## src/rtl/tl_tracker_pkg.sv

```systemverilog
// tl_tracker_pkg: shared types and defaults for the in-flight source tracker and its monitors
package tl_tracker_pkg;
  localparam int DEFAULT_SRC_W = 4;
  localparam int DEFAULT_DEPTH = 8;
  typedef logic [DEFAULT_SRC_W-1:0] src_t;
  typedef enum logic [1:0] {ERR_MISMATCH, ERR_UNDERFLOW, ERR_OVERFLOW} err_cause_t;
endpackage

```

## src/rtl/tl_src_fifo.sv

```systemverilog
// tl_src_fifo: circular buffer of source IDs with occupancy count and full/empty flags
module tl_src_fifo #(
  parameter int SRC_W = 4,
  parameter int DEPTH = 8,
  localparam int CNT_W = $clog2(DEPTH + 1)
) (
  input  logic             clock,
  input  logic             reset,
  input  logic             i_push,
  input  logic             i_pop,
  input  logic [SRC_W-1:0] i_wdata,
  output logic [SRC_W-1:0] o_head,
  output logic [CNT_W-1:0] o_count,
  output logic             o_full,
  output logic             o_empty
);
  localparam int PTR_W = $clog2(DEPTH);
  logic [SRC_W-1:0] r_mem [DEPTH];
  logic [PTR_W-1:0] r_wr, r_rd;
  logic [CNT_W-1:0] r_cnt;
  always_ff @(posedge clock)
    if (i_push) r_mem[r_wr] <= i_wdata;
  always_ff @(posedge clock or posedge reset)
    if (reset) begin
      r_wr  <= '0;
      r_rd  <= '0;
      r_cnt <= '0;
    end else begin
      if (i_push) r_wr <= r_wr + 1'b1;
      if (i_pop) r_rd <= r_rd + 1'b1;
      r_cnt <= r_cnt + CNT_W'(i_push) - CNT_W'(i_pop);
    end
  assign o_head  = r_mem[r_rd];
  assign o_count = r_cnt;
  assign o_full  = r_cnt == CNT_W'(DEPTH);
  assign o_empty = r_cnt == '0;
endmodule

```

## src/rtl/tl_inflight_source_tracker.sv

```systemverilog
// tl_inflight_source_tracker: in-order A->D source tracking with mismatch, underflow and overflow flags
module tl_inflight_source_tracker
  import tl_tracker_pkg::*;
#(
  parameter int SRC_W = DEFAULT_SRC_W,
  parameter int DEPTH = DEFAULT_DEPTH,
  localparam int CNT_W = $clog2(DEPTH + 1)
) (
  input  logic             clock,
  input  logic             reset,
  input  logic             a_valid,
  input  logic             a_ready,
  input  logic [SRC_W-1:0] a_source,
  input  logic             d_valid,
  input  logic             d_ready,
  input  logic [SRC_W-1:0] d_source,
  input  logic             d_last,
  input  logic             d_bypass,
  output logic             expect_valid,
  output logic [SRC_W-1:0] expect_source,
  output logic [CNT_W-1:0] count,
  output logic             src_mismatch,
  output logic             underflow,
  output logic             overflow,
  output logic             err_sticky
);
  logic             w_track, w_pop, w_push, w_uf, w_of, w_full, w_empty, w_afire;
  logic [SRC_W-1:0] w_head;
  logic             r_uf, r_of, r_sticky;
  assign w_afire = a_valid & a_ready;
  assign w_track = d_valid & d_ready & ~d_bypass;
  assign w_pop   = w_track & d_last & ~w_empty;
  assign w_uf    = w_track & d_last & w_empty;
  // a pop in the same cycle frees the slot, so a push while full is still accepted
  assign w_of    = w_afire & w_full & ~w_pop;
  assign w_push  = w_afire & ~w_of;
  tl_src_fifo #(.SRC_W(SRC_W), .DEPTH(DEPTH)) u_fifo (
    .clock   (clock),
    .reset   (reset),
    .i_push  (w_push),
    .i_pop   (w_pop),
    .i_wdata (a_source),
    .o_head  (w_head),
    .o_count (count),
    .o_full  (w_full),
    .o_empty (w_empty)
  );
  always_ff @(posedge clock or posedge reset)
    if (reset) begin
      r_uf     <= 1'b0;
      r_of     <= 1'b0;
      r_sticky <= 1'b0;
    end else begin
      r_uf     <= w_uf;
      r_of     <= w_of;
      r_sticky <= r_sticky | src_mismatch | w_uf | w_of;
    end
  assign src_mismatch  = w_track & (w_empty | (d_source != w_head));
  assign expect_valid  = ~w_empty;
  assign expect_source = w_empty ? '0 : w_head;
  assign underflow     = r_uf;
  assign overflow      = r_of;
  assign err_sticky    = r_sticky;
endmodule

```

## config.mk

```make
export PLATFORM = sky130hd
export DESIGN_NAME = tl_inflight_source_tracker
export DESIGN_NICKNAME = d
export VERILOG_FILES = /design/src/rtl/tl_tracker_pkg.sv /design/src/rtl/tl_src_fifo.sv /design/src/rtl/tl_inflight_source_tracker.sv
export SDC_FILE = /design/constraint.sdc
export NUM_CORES = 1
export LEC_CHECK = 0
export CAP_MARGIN = 15
export CELL_PAD_IN_SITES_DETAIL_PLACEMENT = 0
export CELL_PAD_IN_SITES_GLOBAL_PLACEMENT = 2
export CORE_AREA = 2 2 94 96
export CTS_CLUSTER_DIAMETER = 120
export DETAILED_ROUTE_END_ITERATION = 6
export DIE_AREA = 0 0 96 98
export PLACE_DENSITY = 0.65
export SKIP_CTS_REPAIR_TIMING = 1
export SYNTH_ARGS = -nofsm -noshare
export SYNTH_HDL_FRONTEND = slang
export SYNTH_SLANG_ARGS = --single-unit
```

## constraint.sdc

```tcl
create_clock -name clock -period 3.7 [get_ports clock]
set_clock_uncertainty 0.05 [all_clocks]
set_input_delay 0.555 -clock clock [delete_from_list [all_inputs] [get_ports clock]]
set_output_delay 0.555 -clock clock [all_outputs]
set_load 0.01 [all_outputs]
```

# [Yosys cells after proc, flatten, opt, wreduce, memory -nomap -nowiden]
# Memory sizes are Yosys's and may differ from the RTL's.
# Index checks and enable logic that the tools add are counted.
[classes] n_eq_ne=2 reduce_logical=1 muxes=3 addsub=4 bitwise_logic=18
[ops] cell="1-bit bitwise AND" n=10
[ops] cell="3-bit by 1-bit adder with 3-bit output, second input constant" n=2
[ops] cell="4-bit by 1-bit adder with 4-bit output" n=1
[ops] cell="4-bit == test, second input constant" n=1
[ops] cell="4-bit zero test" n=1
[ops] cell="4-bit two-way mux" n=1
[ops] cell="4-bit inequality test" n=1
[ops] cell="1-bit inverter" n=4
[ops] cell="1-bit bitwise OR" n=4
[ops] cell="4-bit by 1-bit subtractor with 4-bit output" n=1
[ops] cell="1-bit two-way mux" n=2
[totals] elab_cells=35 memories=1 out_inout_bits=13 regBits=13 inputBits=16 ramBits=32
[mem_list] memory="u_fifo.r_mem" words=8 width=4 rd=1 rd_clocked_by_memory_dff=0 write_ports=1 line_no="tl_src_fifo.sv:18" rtl="logic [SRC_W-1:0] r_mem [DEPTH];"

# [Logic depth before layout (Yosys ltp)]
# Gate-level depths: netlist (run 1).
[depth] depth_word=10 mapped_depth=10 depth_no_buf=10

# [Modules after synthesis]
# From an unflattened synthesis (run 1), not the netlist that was laid out.
[hier_totals] cells_unflattened=124 hier_area_um2=2004.4
[modules_own_cells] mod="tl_src_fifo" cells_each=101 n_inst=1 area_per_inst_um2=1801.7 seq_area_each_um2=1211.2
[modules_own_cells] mod="tl_inflight_source_tracker" cells_each=23 n_inst=1 area_per_inst_um2=202.7 seq_area_each_um2=75.1

# [Least setup slack after synthesis (run 1)]
# No wires, ideal clock.
[synth_timing] path_kind="reg2out" start="register u_fifo.r_rd[0]" end="output src_mismatch" required_ns=3.095 setup_slack_ns=1.444 stages_incl_launch_ff=7 t_arrival_ns=1.651 cell_sequence="dfrtp_1 -> buf_6 -> mux2i_1 -> mux4_2 -> xnor2_1 -> nor3_2 -> a41oi_1"
[synth_via] elab_chain_cells=4
[synth_lines] item="start: declaration" line_no="tl_src_fifo.sv:19" rtl="logic [PTR_W-1:0] r_wr, r_rd;"
[synth_lines] item="start signal: assignment" line_no="tl_src_fifo.sv:30" rtl="if (i_pop) r_rd <= r_rd + 1'b1;"
[synth_lines] item="memory read 8 x 4 bit"
[synth_lines] item="4-bit inequality test" line_no="tl_inflight_source_tracker.sv:58" rtl="assign src_mismatch = w_track & (w_empty | (d_source != w_head));"
[synth_lines] item="1-bit bitwise OR" line_no="tl_inflight_source_tracker.sv:58"
[synth_lines] item="1-bit bitwise AND" line_no="tl_inflight_source_tracker.sv:58"
[synth_lines] item="end: declaration" line_no="tl_inflight_source_tracker.sv:22" rtl="output logic src_mismatch,"
# No other way between the ends.

# [Worst setup path in the final report (run 1)]
# Same ends and word-level chain as after synthesis.

==> impl_metrics.ini, run 1 <==
[yosys]
synthArstFlopShare_pct = 28.9
ys.flop_type = edfxtp_1
avgSynthCellArea_sq_um = 13.9
synth-seq-cells = 45
synth_edf_count = 32
synth.distinct_cells = 36
synth_warnings = 0
synth_nets = 171
netlist_area_sq_um = 2050
synthCells = 147
yosysSeqAreaShare_pct = 62.8

[clocking]
clkSinkCount = 45
clk_latency_ns = 0.31
cts_made_buffers = 5
clockBufferDepth = 2
clk_pin_slew_worst_paths_ns = 0.09
cts_tree = built
root_buffer = clkbuf_8
htreeDepth = 2

[grt]
grtUsageTotal_pct = 9.03
grt_max_degree = 15
grt_first_pass_wirelength_mm = 6.25
globalRouteOverflowTotal = 0
grt_pass1_vias = 1207
antenna_found_initial = 0

[final_layout]
diodes = 0
layout_common_cells = 32 x edfxtp_1, 28 x clkdlybuf4s50_1, 14 x nor2_1, 14 x nand2_1
seqCellArea_sq_um = 1290
drive_gt1_share_pct = 9.73
fillCellCount = 848
syn2layout_area_growth_pct = 25.7
multiInputGateArea_sq_um = 701
layout.nets = 208
final_common_cell = edfxtp_1
instances_no_fill = 293

[critical_path]
end_kind = output pin
path_class = flop to output pin
cp.required_ns = 3.09
slowest_stage = clkdlybuf4s50_1
cp_max_fo = 13
reg2reg_setup_slack_ns = 1.17
start_kind = flop
r2r-start = u_fifo.r_rd[0]
worstPathArrival_ns = 2.73
rr_worst_depth = 7
path_cells = buf_4 > mux2_4 > a2bb2oi_1 > a21boi_0 > nor3_2 > a41oi_1 > clkdlybuf4s50_1
r2r_end = err_sticky
critPathTopFamily = buffers and inverters
critPathMaxStageDelay_ns = 0.59
crit_buf_inv = 2

[timing]
tns_ns = 0
fin_crit_sh_pct = 90.1
slew_viol_final = 0
finalHoldViolations = 0
fmax_mhz = 300
post-route-worst-setup-slack_ns = 0.366
rsz0062_at_grt = false
worst_pin_slew_ns = 0.548
max_slew_margin_pct = 63.5
period_needed_ns = 3.33
finalSetupViolCount = 0

[power_and_ir_drop]
pwr-share-clk_pct = 20.8
p_sw_share_pct = 32.6
power_switching_mw = 0.582
power_density_nw_per_um2 = 693
power_leakage_nw = 0.982
p_comb_share_pct = 39.4
power_frac_seq_pct = 39.8
p_int_mw = 1.20
ir_worst_vdd_uv = 175

[die]
fp.coreArea_sq_um = 8470
num_io_pins = 29
dieArea_sq_um = 9410
start_util_pct = 24.2
die_y_microns = 98
rows = 34
fp.dieW_microns = 96

[min_path]
whs_endpoint = err_sticky
hold_class = flop to flop
hold_path_depth = 1
hold_path_startpoint = err_sticky

[routing]
route.antenna.remaining_nets = 0
drt_iter0_drc = 14
wirelength_mm = 3.82
avgRoutedWirePerCell_microns = 13.0
route.detailed.drc = 0
avgViaCountPerCell = 4.13
first_pass_iters = 4
vias = 1211

[place]
dpl.cell_count = 285
port_buffers = 28
preCtsSetupSlack_ns = 0.671
gp_congestion = 0.716
hpwlAfterDp_mm = 2.95

[run]
max_cap_viol_count = 0

[status]
status = complete, no violations
## cell usage after synthesis, types with 2 or more instances
library cell	instances	area [sq um]
a22oi_1	3	22.5
dfrtp_1	13	325
edfxtp_1	32	961
ha_1	7	87.6
inv_1	8	30.0
mux2_2	2	22.5
mux2_4	2	30.0
mux2i_1	13	130
nand2_1	14	52.6
nand2b_1	3	18.8
nor2_1	14	52.6
nor2b_1	4	25.0
nor3_1	2	10.0
o211ai_1	2	15.0
xnor2_1	4	35.0
xor2_1	4	35.0
## state kept, by name, indices dropped and copies added (netlist names)
name            flops
u_fifo.o_count      4
u_fifo.r_mem       32
err_sticky          1
u_fifo.r_wr         3
u_fifo.r_rd         3
underflow           1
overflow            1
## layer usage
layer  wire length (microns)  share of wire, %  track usage (%)  vias to the layer above
met2                    1710                45             13.6                       27
met3                     186               4.9             2.93                        8
met1                    1830                48             11.5                      575
li1                        -                 -                -                      601
met5                       0                 0                0                        -
met4                      93               2.4             4.62                        0
## worst max-delay path by stage
stage,end,startpoint,depth (start not counted),slack [ns]
4_1_cts,src_mismatch,u_fifo.r_rd[0],6,0.33
6_report,src_mismatch,u_fifo.r_rd[0],7,0.37
3_3_place_gp,src_mismatch,u_fifo.r_rd[0],7,0.73
5_1_grt,src_mismatch,u_fifo.r_rd[0],7,0.18
2_1_floorplan,src_mismatch,u_fifo.r_rd[0],6,1.44
3_5_place_dp,src_mismatch,u_fifo.r_rd[0],6,0.67
## cells by family after synthesis
kind of cell | share of synthesized area, %
xor+xnor | 3.42
mux | 10.0
compound gates | 4.52
flops | 62.8
fa+ha+maj | 5.25
buf+inv | 2.99
simple gates | 11.0
## layout make-up
class,instances,area share [%]
clock buffer,6,2.82
sequential,45,50.0
clock inverter,2,1.51
inverter,8,1.17
tap,108,5.25
timing repair buffer,32,12.1
multi-input combinational,92,27.2
## power groups by stage
stage               registers, mW  logic [mW]  clock network, mW
floorplan                   0.707       0.486                  0
global placement            0.724       0.714                  0
detailed placement          0.723       0.713                  0
CTS                         0.712       0.715              0.381
global route                0.726       0.789              0.399
finish                      0.709       0.703              0.370
## stage by stage
stage / utilization [%] / instance area (sq um) / hold slack [ns] / power [mW]
2_1_floorplan: - / 2050 / 0.382 / 1.19
3_3_place_gp: 29.1 / 2460 / 0.408 / 1.44
3_5_place_dp: 29.1 / 2460 / 0.418 / 1.44
4_1_cts: 30.4 / 2570 / 0.437 / 1.81
5_1_grt: 30.4 / 2570 / 0.450 / 1.91
6_report: 30.4 / 2570 / 0.431 / 1.78
## worst register-to-register path: cells and delay by family (launching register included)
kind / cells / cell delay [ns]
muxes: 1 / 0.33
and+or+nand+nor: 3 / 0.90
DFF: 1 / 0.50
AOI/OAI and AO/OA: 2 / 0.32
buffers and inverters: 1 / 0.30
(Power assumes the default switching activity.)
==> run 2: changes to the inputs <==
Settings changed: GPL_ROUTABILITY_DRIVEN set to 0.
==> results of run 2 <==
The final DEF is identical to that of run 1; final timing and power are the same.
